$ cat src/rtl/cache_ctrl_2way.sv
// Sequencing controller for a 2-way set-associative, word-per-line, write-through cache.
// Owns valid/LRU state and hit/miss statistics; tag and data storage live in external way BRAMs.
module cache_ctrl_2way #(
    parameter int TAG_WIDTH  = 13,
    parameter int DATA_WIDTH = 16,
    parameter int SET_WIDTH  = 8,
    parameter int CNT_WIDTH  = 32
) (
    input  logic                            clk,
    input  logic                            resetn,
    input  logic                            cpu_req_valid,
    output logic                            cpu_req_ready,
    input  logic                            cpu_req_we,
    input  logic [TAG_WIDTH+SET_WIDTH-1:0]  cpu_req_addr,
    input  logic [DATA_WIDTH-1:0]           cpu_req_wdata,
    output logic                            cpu_resp_valid,
    output logic [DATA_WIDTH-1:0]           cpu_resp_rdata,
    input  logic                            flush,
    output logic                            mem_req_valid,
    input  logic                            mem_req_ready,
    output logic                            mem_req_we,
    output logic [TAG_WIDTH+SET_WIDTH-1:0]  mem_req_addr,
    output logic [DATA_WIDTH-1:0]           mem_req_wdata,
    input  logic                            mem_resp_valid,
    input  logic [DATA_WIDTH-1:0]           mem_resp_rdata,
    output logic [1:0]                      way_enable_read,
    output logic [1:0]                      way_we_tag,
    output logic [1:0]                      way_we_data,
    output logic [SET_WIDTH-1:0]            way_set_index,
    output logic [TAG_WIDTH-1:0]            way_tag_in,
    output logic [DATA_WIDTH-1:0]           way_data_in,
    input  logic [TAG_WIDTH-1:0]            way0_tag_out,
    input  logic [TAG_WIDTH-1:0]            way1_tag_out,
    input  logic [DATA_WIDTH-1:0]           way0_data_out,
    input  logic [DATA_WIDTH-1:0]           way1_data_out,
    output logic [CNT_WIDTH-1:0]            hit_cnt,
    output logic [CNT_WIDTH-1:0]            miss_cnt
);

    localparam int NUM_SETS = 1 << SET_WIDTH;

    typedef enum logic [2:0] {
        IDLE,
        LOOKUP,
        COMPARE,
        MEM_REQ,
        MEM_WAIT,
        FILL
    } state_t;

    state_t                 state;
    logic                   req_we;
    logic [TAG_WIDTH-1:0]   req_tag;
    logic [SET_WIDTH-1:0]   req_set;
    logic [DATA_WIDTH-1:0]  req_wdata;
    logic [DATA_WIDTH-1:0]  fill_data;
    logic [NUM_SETS-1:0]    valid0;
    logic [NUM_SETS-1:0]    valid1;
    logic [NUM_SETS-1:0]    lru;

    logic [1:0]             hit;
    logic                   victim;
    logic [1:0]             victim_mask;

    assign hit[0] = valid0[req_set] && (way0_tag_out == req_tag);
    assign hit[1] = valid1[req_set] && (way1_tag_out == req_tag);

    // lru[set] names the way to evict next; empty ways are always filled first
    assign victim      = !valid0[req_set] ? 1'b0 :
                         !valid1[req_set] ? 1'b1 : lru[req_set];
    assign victim_mask = victim ? 2'b10 : 2'b01;

    assign cpu_req_ready   = resetn && !flush && (state == IDLE);
    assign way_enable_read = (state == LOOKUP) ? 2'b11 : 2'b00;
    assign way_we_tag      = (state == FILL) ? victim_mask : 2'b00;
    assign way_we_data     = (state == FILL)               ? victim_mask :
                             (state == COMPARE && req_we)  ? hit         : 2'b00;
    assign way_set_index   = req_set;
    assign way_tag_in      = req_tag;
    assign way_data_in     = (state == FILL) ? fill_data : req_wdata;

    always_ff @(posedge clk) begin
        if (!resetn) begin
            state          <= IDLE;
            req_we         <= 1'b0;
            req_tag        <= '0;
            req_set        <= '0;
            req_wdata      <= '0;
            fill_data      <= '0;
            valid0         <= '0;
            valid1         <= '0;
            lru            <= '0;
            hit_cnt        <= '0;
            miss_cnt       <= '0;
            cpu_resp_valid <= 1'b0;
            cpu_resp_rdata <= '0;
            mem_req_valid  <= 1'b0;
            mem_req_we     <= 1'b0;
            mem_req_addr   <= '0;
            mem_req_wdata  <= '0;
        end else begin
            cpu_resp_valid <= 1'b0;
            cpu_resp_rdata <= '0;
            case (state)
                IDLE: begin
                    if (flush) begin
                        valid0 <= '0;
                        valid1 <= '0;
                    end else if (cpu_req_valid) begin
                        req_we    <= cpu_req_we;
                        {req_tag, req_set} <= cpu_req_addr;
                        req_wdata <= cpu_req_wdata;
                        state     <= LOOKUP;
                    end
                end
                LOOKUP: state <= COMPARE;
                COMPARE: begin
                    if (hit != 2'b00) begin
                        lru[req_set] <= ~hit[1];
                        if (hit_cnt != '1) hit_cnt <= hit_cnt + CNT_WIDTH'(1);
                    end else if (miss_cnt != '1) begin
                        miss_cnt <= miss_cnt + CNT_WIDTH'(1);
                    end
                    // Only a read hit completes locally; everything else goes to memory
                    if (hit != 2'b00 && !req_we) begin
                        cpu_resp_valid <= 1'b1;
                        cpu_resp_rdata <= hit[1] ? way1_data_out : way0_data_out;
                        state          <= IDLE;
                    end else begin
                        mem_req_valid <= 1'b1;
                        mem_req_we    <= req_we;
                        mem_req_addr  <= {req_tag, req_set};
                        mem_req_wdata <= req_we ? req_wdata : '0;
                        state         <= MEM_REQ;
                    end
                end
                MEM_REQ: begin
                    if (mem_req_ready) begin
                        mem_req_valid <= 1'b0;
                        mem_req_we    <= 1'b0;
                        mem_req_addr  <= '0;
                        mem_req_wdata <= '0;
                        if (req_we) begin
                            cpu_resp_valid <= 1'b1;
                            state          <= IDLE;
                        end else begin
                            state <= MEM_WAIT;
                        end
                    end
                end
                MEM_WAIT: begin
                    if (mem_resp_valid) begin
                        fill_data <= mem_resp_rdata;
                        state     <= FILL;
                    end
                end
                FILL: begin
                    if (victim) valid1[req_set] <= 1'b1;
                    else        valid0[req_set] <= 1'b1;
                    lru[req_set]   <= ~victim;
                    cpu_resp_valid <= 1'b1;
                    cpu_resp_rdata <= fill_data;
                    state          <= IDLE;
                end
                default: state <= IDLE;
            endcase
        end
    end

endmodule

$ cat config.mk
export PLATFORM = sky130hd
export DESIGN_NAME = cache_ctrl_2way
export DESIGN_NICKNAME = d
export VERILOG_FILES = /design/src/rtl/cache_ctrl_2way.sv
export SDC_FILE = /design/constraint.sdc
export NUM_CORES = 2
export LEC_CHECK = 0
export CORE_ASPECT_RATIO = 0.5
export CORE_UTILIZATION = 45
export DETAILED_ROUTE_END_ITERATION = 8
export SYNTH_ARGS = -nofsm -noshare
export SYNTH_HDL_FRONTEND = slang
export SYNTH_SLANG_ARGS = --single-unit
$ cat constraint.sdc
create_clock -name clk -period 11.7 [get_ports clk]
set_clock_uncertainty 0.15 [all_clocks]
set_input_delay 1.755 -clock clk [delete_from_list [all_inputs] [get_ports clk]]
set_output_delay 1.755 -clock clk [all_outputs]
set_load 0.03 [all_outputs]
==> results by stage <==
Min path:
- The path type of the worst min-delay path is reg -> reg.

Logic synthesis:
- The most common flop cell mapped by yosys is dfxtp_1.
- The synthesized-area fraction occupied by ao, oa, aoi and oai cells is 18.8%.
- Synthesis handed over a netlist of 4274 instances.
- Each instance of the synthesized netlist takes up on average 9.39 µm².
- The fraction of the mapped netlist area in simple logic gates is 16.0%.
- Yosys printed 0 warnings.
- The synthesized design contains 0 enable-type register cells.
- The number of synthesized register bits is 945.
- The post-synthesis async set-or-reset flop share is 0%.
- By area, the combinational part of the netlist is dominated by compound AO/OA/AOI/OAI gates.
- The netlist uses 70 different library cells.
- Yosys attributes the largest share of cell area to dfxtp_1 47%, mux4_2 11%, nand2_1 9.6%.
- Of the total synthesized cell area, the portion taken by XOR and XNOR cells is 0.698%.
- The area share of the leading cell type in the synthesized netlist is 47.1%.
- Measured against the total synthesized area, the mux share comes to 13.1%.
- The total standard cell area after synthesis is 40100 µm².
- dfxtp_1 takes more of the synthesized area than any other cell.
- Summing the sequential cell areas from Yosys gives 47.1% of the chip area.
- The number of nets in the synthesized netlist is 4394.
- After Yosys synthesis, full adders, half adders and majority gates account for 0.0623% of the synthesized area.

Status:
- The flow ran to the end, and the final reports show no timing, DRC or antenna violations.

Die:
- The die outline height is 213 µm.
- The core region is 88300 µm².
- During I/O placement, the number of pins put on the boundary was 282.
- The initial utilization of the core area, before any placement, comes to 45.4%.
- The floorplan step defined a die boundary enclosing 90500 µm².
- The number of standard-cell rows in the floorplan is 77.
- From left edge to right edge, the die measures 424 µm.

Timing:
- The setup TNS is 0 ns.
- Setup violations remaining at the end of the flow were counted as 0.
- The transition at the pin with the smallest max-transition slack is 1.42 ns.
- The achievable clock frequency is 130 MHz.
- The number of max-slew violations in the final report came to 0.
- Setup repair after global routing left no endpoint under its margin.
- After layout, the worst path uses 65.5% of the clock period.
- The number of endpoints with negative hold slack in the final report is 0.
- The final critical delay including setup and external delays is 7.67 ns.
- The worst pin sits at a relative slew slack of 4.71%.

CTS:
- The TritonCTS clock tree is done.
- The number of buffers inserted during clock tree synthesis is 87.
- The clock tree buffer depth is 3.
- After clock tree synthesis, the clock-pin slew on the worst setup and hold paths is 0.07 ns.
- The insertion delay of the later-clocked pin in the worst-skew pair is 0.70 ns.
- The post-CTS setup buffer count is 0.
- The clock sink count is 945.
- The tree is rooted in a clkbuf_16.
- The hold-fix buffer count after cts is 0.
- The level count of the clock H-tree is 3.
- The number of resized instances in the post-cts repair step is 0.

Cells and area:
- The summed area of non-filler cells in the final layout is 46500 µm².
- In the final layout, the share of cells above drive strength 1 is 10.5%.
- The post-layout net count is 4462.
- The total of fill cells in the finished design is 7979.
- In the final layout, the multi-input gates occupy 19700 µm².
- In the layout the commonest cells are 1027 x nand2_1, 940 x dfxtp_1, 514 x o21ai_0.
- The area added between synthesis and finish is 15.7%.
- The sequential cells in the finished layout cover a total of 18900 µm².
- The number of cells in the finished layout apart from fillers is 5601.
- Leaving out fill and tap cells, the most frequent cell in the layout is nand2_1.
- The end-of-flow core utilization is 52.6%.

Worst setup path:
- For the worst setup path, the data arrival time is 5.76 ns.
- The type of the worst setup path is reg -> out.
- The maximum fanout encountered on the critical timing path is 40.
- The number of buffers and inverters on the critical path is 2.
- The cell with the largest stage delay on the worst path is o22ai_1.
- Data on the critical path is required at its endpoint by 9.80 ns.
- On the worst path, the slowest cell contributes a delay of 0.85 ns.
- Walking the worst path, the cells encountered are buf_4 -> mux4_2 -> a22oi_1 -> a21oi_1 -> o21a_1 -> a211o_1 -> a21boi_1 -> o22ai_1 -> and2_1 -> a31o_2 -> clkdlybuf4s50_1.
- The kind of cell adding the most delay to the critical path is compound AO/OA/AOI/OAI gates.
- The worst setup path is launched from a register.
- STA classifies the critical path endpoint as an output port.

Routing:
- The post-detailed-route count of antenna-violating nets is 0.
- The number of DRC markers after the initial detailed-route iteration is 2824.
- The post-detailed-routing wire length is 129 mm.
- In the routed design, unresolved DRC markers number 0.
- The first detailed-routing pass ran for 5 iterations.
- Dividing the detail-routed wire length by the instance count gives 23.0 µm.
- The mean number of vias per cell is 5.96.
- The detailed router placed 33400 vias in this run.

Global routing:
- met2 is the most crowded layer.
- The initial antenna violation count came to 6.
- The aggregate global routing overflow is 0.
- For this run, global-route usage on met2 was measured as 42.9%.
- The global routing usage on met1 is 38.6%.
- In the global route stage, met3 resource usage came out at 7.25%.
- The pin count of the biggest net entering global routing is 218.
- The via count of the first global-routing pass is 31700.
- The total global-route track usage is 28.1%.
- The first-pass GRT wire length is 197 mm.

Power and ir drop:
- VDD sags by at most 99.2 µV.
- The power density over cell area is 143 nW/µm².
- Summed over all cells, the static leakage comes to 14.7 nW.

Run:
- The count of max-cap constraint violations is 0.

Place:
- Buffers placed on the I/O ports in this run total 281.
- The detailed placer's ending HPWL is 79.8 mm.
- Counting tap cells, the placed design contains a total of 5438 instances.
- The post-detailed-placement cell area is 43500 µm².
- The global placer's final weighted congestion is 0.895.
-- worst min-delay path: stages (launching register included) --
cell and delay, ns:
dfxtp_1 0.32, nand2_1 0.04, o21ai_0 0.05
-- stage by stage --
step                      hold slack, ns  setup slack [ns]  power, mW
after floorplan                    0.267              6.11       3.58
after global placement             0.278              4.67       3.76
after detailed placement           0.287              4.72       3.76
after CTS                          0.301              4.08       6.68
after global routing               0.312              3.84       6.85
final                              0.298              4.03       6.64
-- worst paths after layout --
path,cells past startpoint,to,slack (ns),startpoint
min reg2reg,2,valid1[41],0.30,valid1[41]
max,11,way_we_data[1],4.03,way_set_index[1]
max reg2reg,11,valid0[116],5.62,way_set_index[1]
min,2,valid1[41],0.30,valid1[41]
-- synth_stat cells, types with 37 or more instances --
cell	n
o21ai_0	514
mux2i_1	88
mux4_2	192
dfxtp_1	945
buf_2	41
a32o_1	37
o221a_1	241
nor2_1	309
a21oi_1	95
clkbuf_1	270
nand2_1	1028
nand2b_1	45
-- cell type report --
cell class	instances	area share [%]
multi-input cells	2952	42.4
flip-flops and latches	945	40.8
well taps	1185	3.19
repair buffers	348	7.31
clock buffers	134	5.58
diodes	2	0.0108
clock inverters	27	0.684
inverters	8	0.0646
-- report_power, final --
group | switching (mW) | internal [mW]
Clock | 1.31 | 1.65
Sequential | 0.0207 | 3.23
Combinational | 0.300 | 0.142
-- cells by family (layout without fill, tap and decap cells) --
kind of cell / after synthesis / in the layout
AOI/OAI and AO/OA: 1068 / 1068
xor gates and xnor gates: 32 / 32
adders and majority gates: 2 / 2
buffers and inverters: 377 / 517
DFF: 945 / 945
muxes: 285 / 285
other: 0 / 2
and+or+nand+nor: 1565 / 1565
-- state kept, by name, indices dropped and copies added (netlist names), 3 cells and up --
name            count
fill_data          16
way_set_index       8
valid0            256
hit_cnt            32
mem_req_addr       21
lru               256
mem_req_wdata      16
state               3
cpu_resp_rdata     16
req_wdata          16
miss_cnt           32
valid1            256
way_tag_in         13
-- layer usage --
layer  vias to the layer above  wire [µm]
li1                      15500          -
met4                         9       4020
met2                      1122      57000
met3                       211      10400
met5                         -        114
met1                     16500      57500
Power figures use the tool's default switching activity.
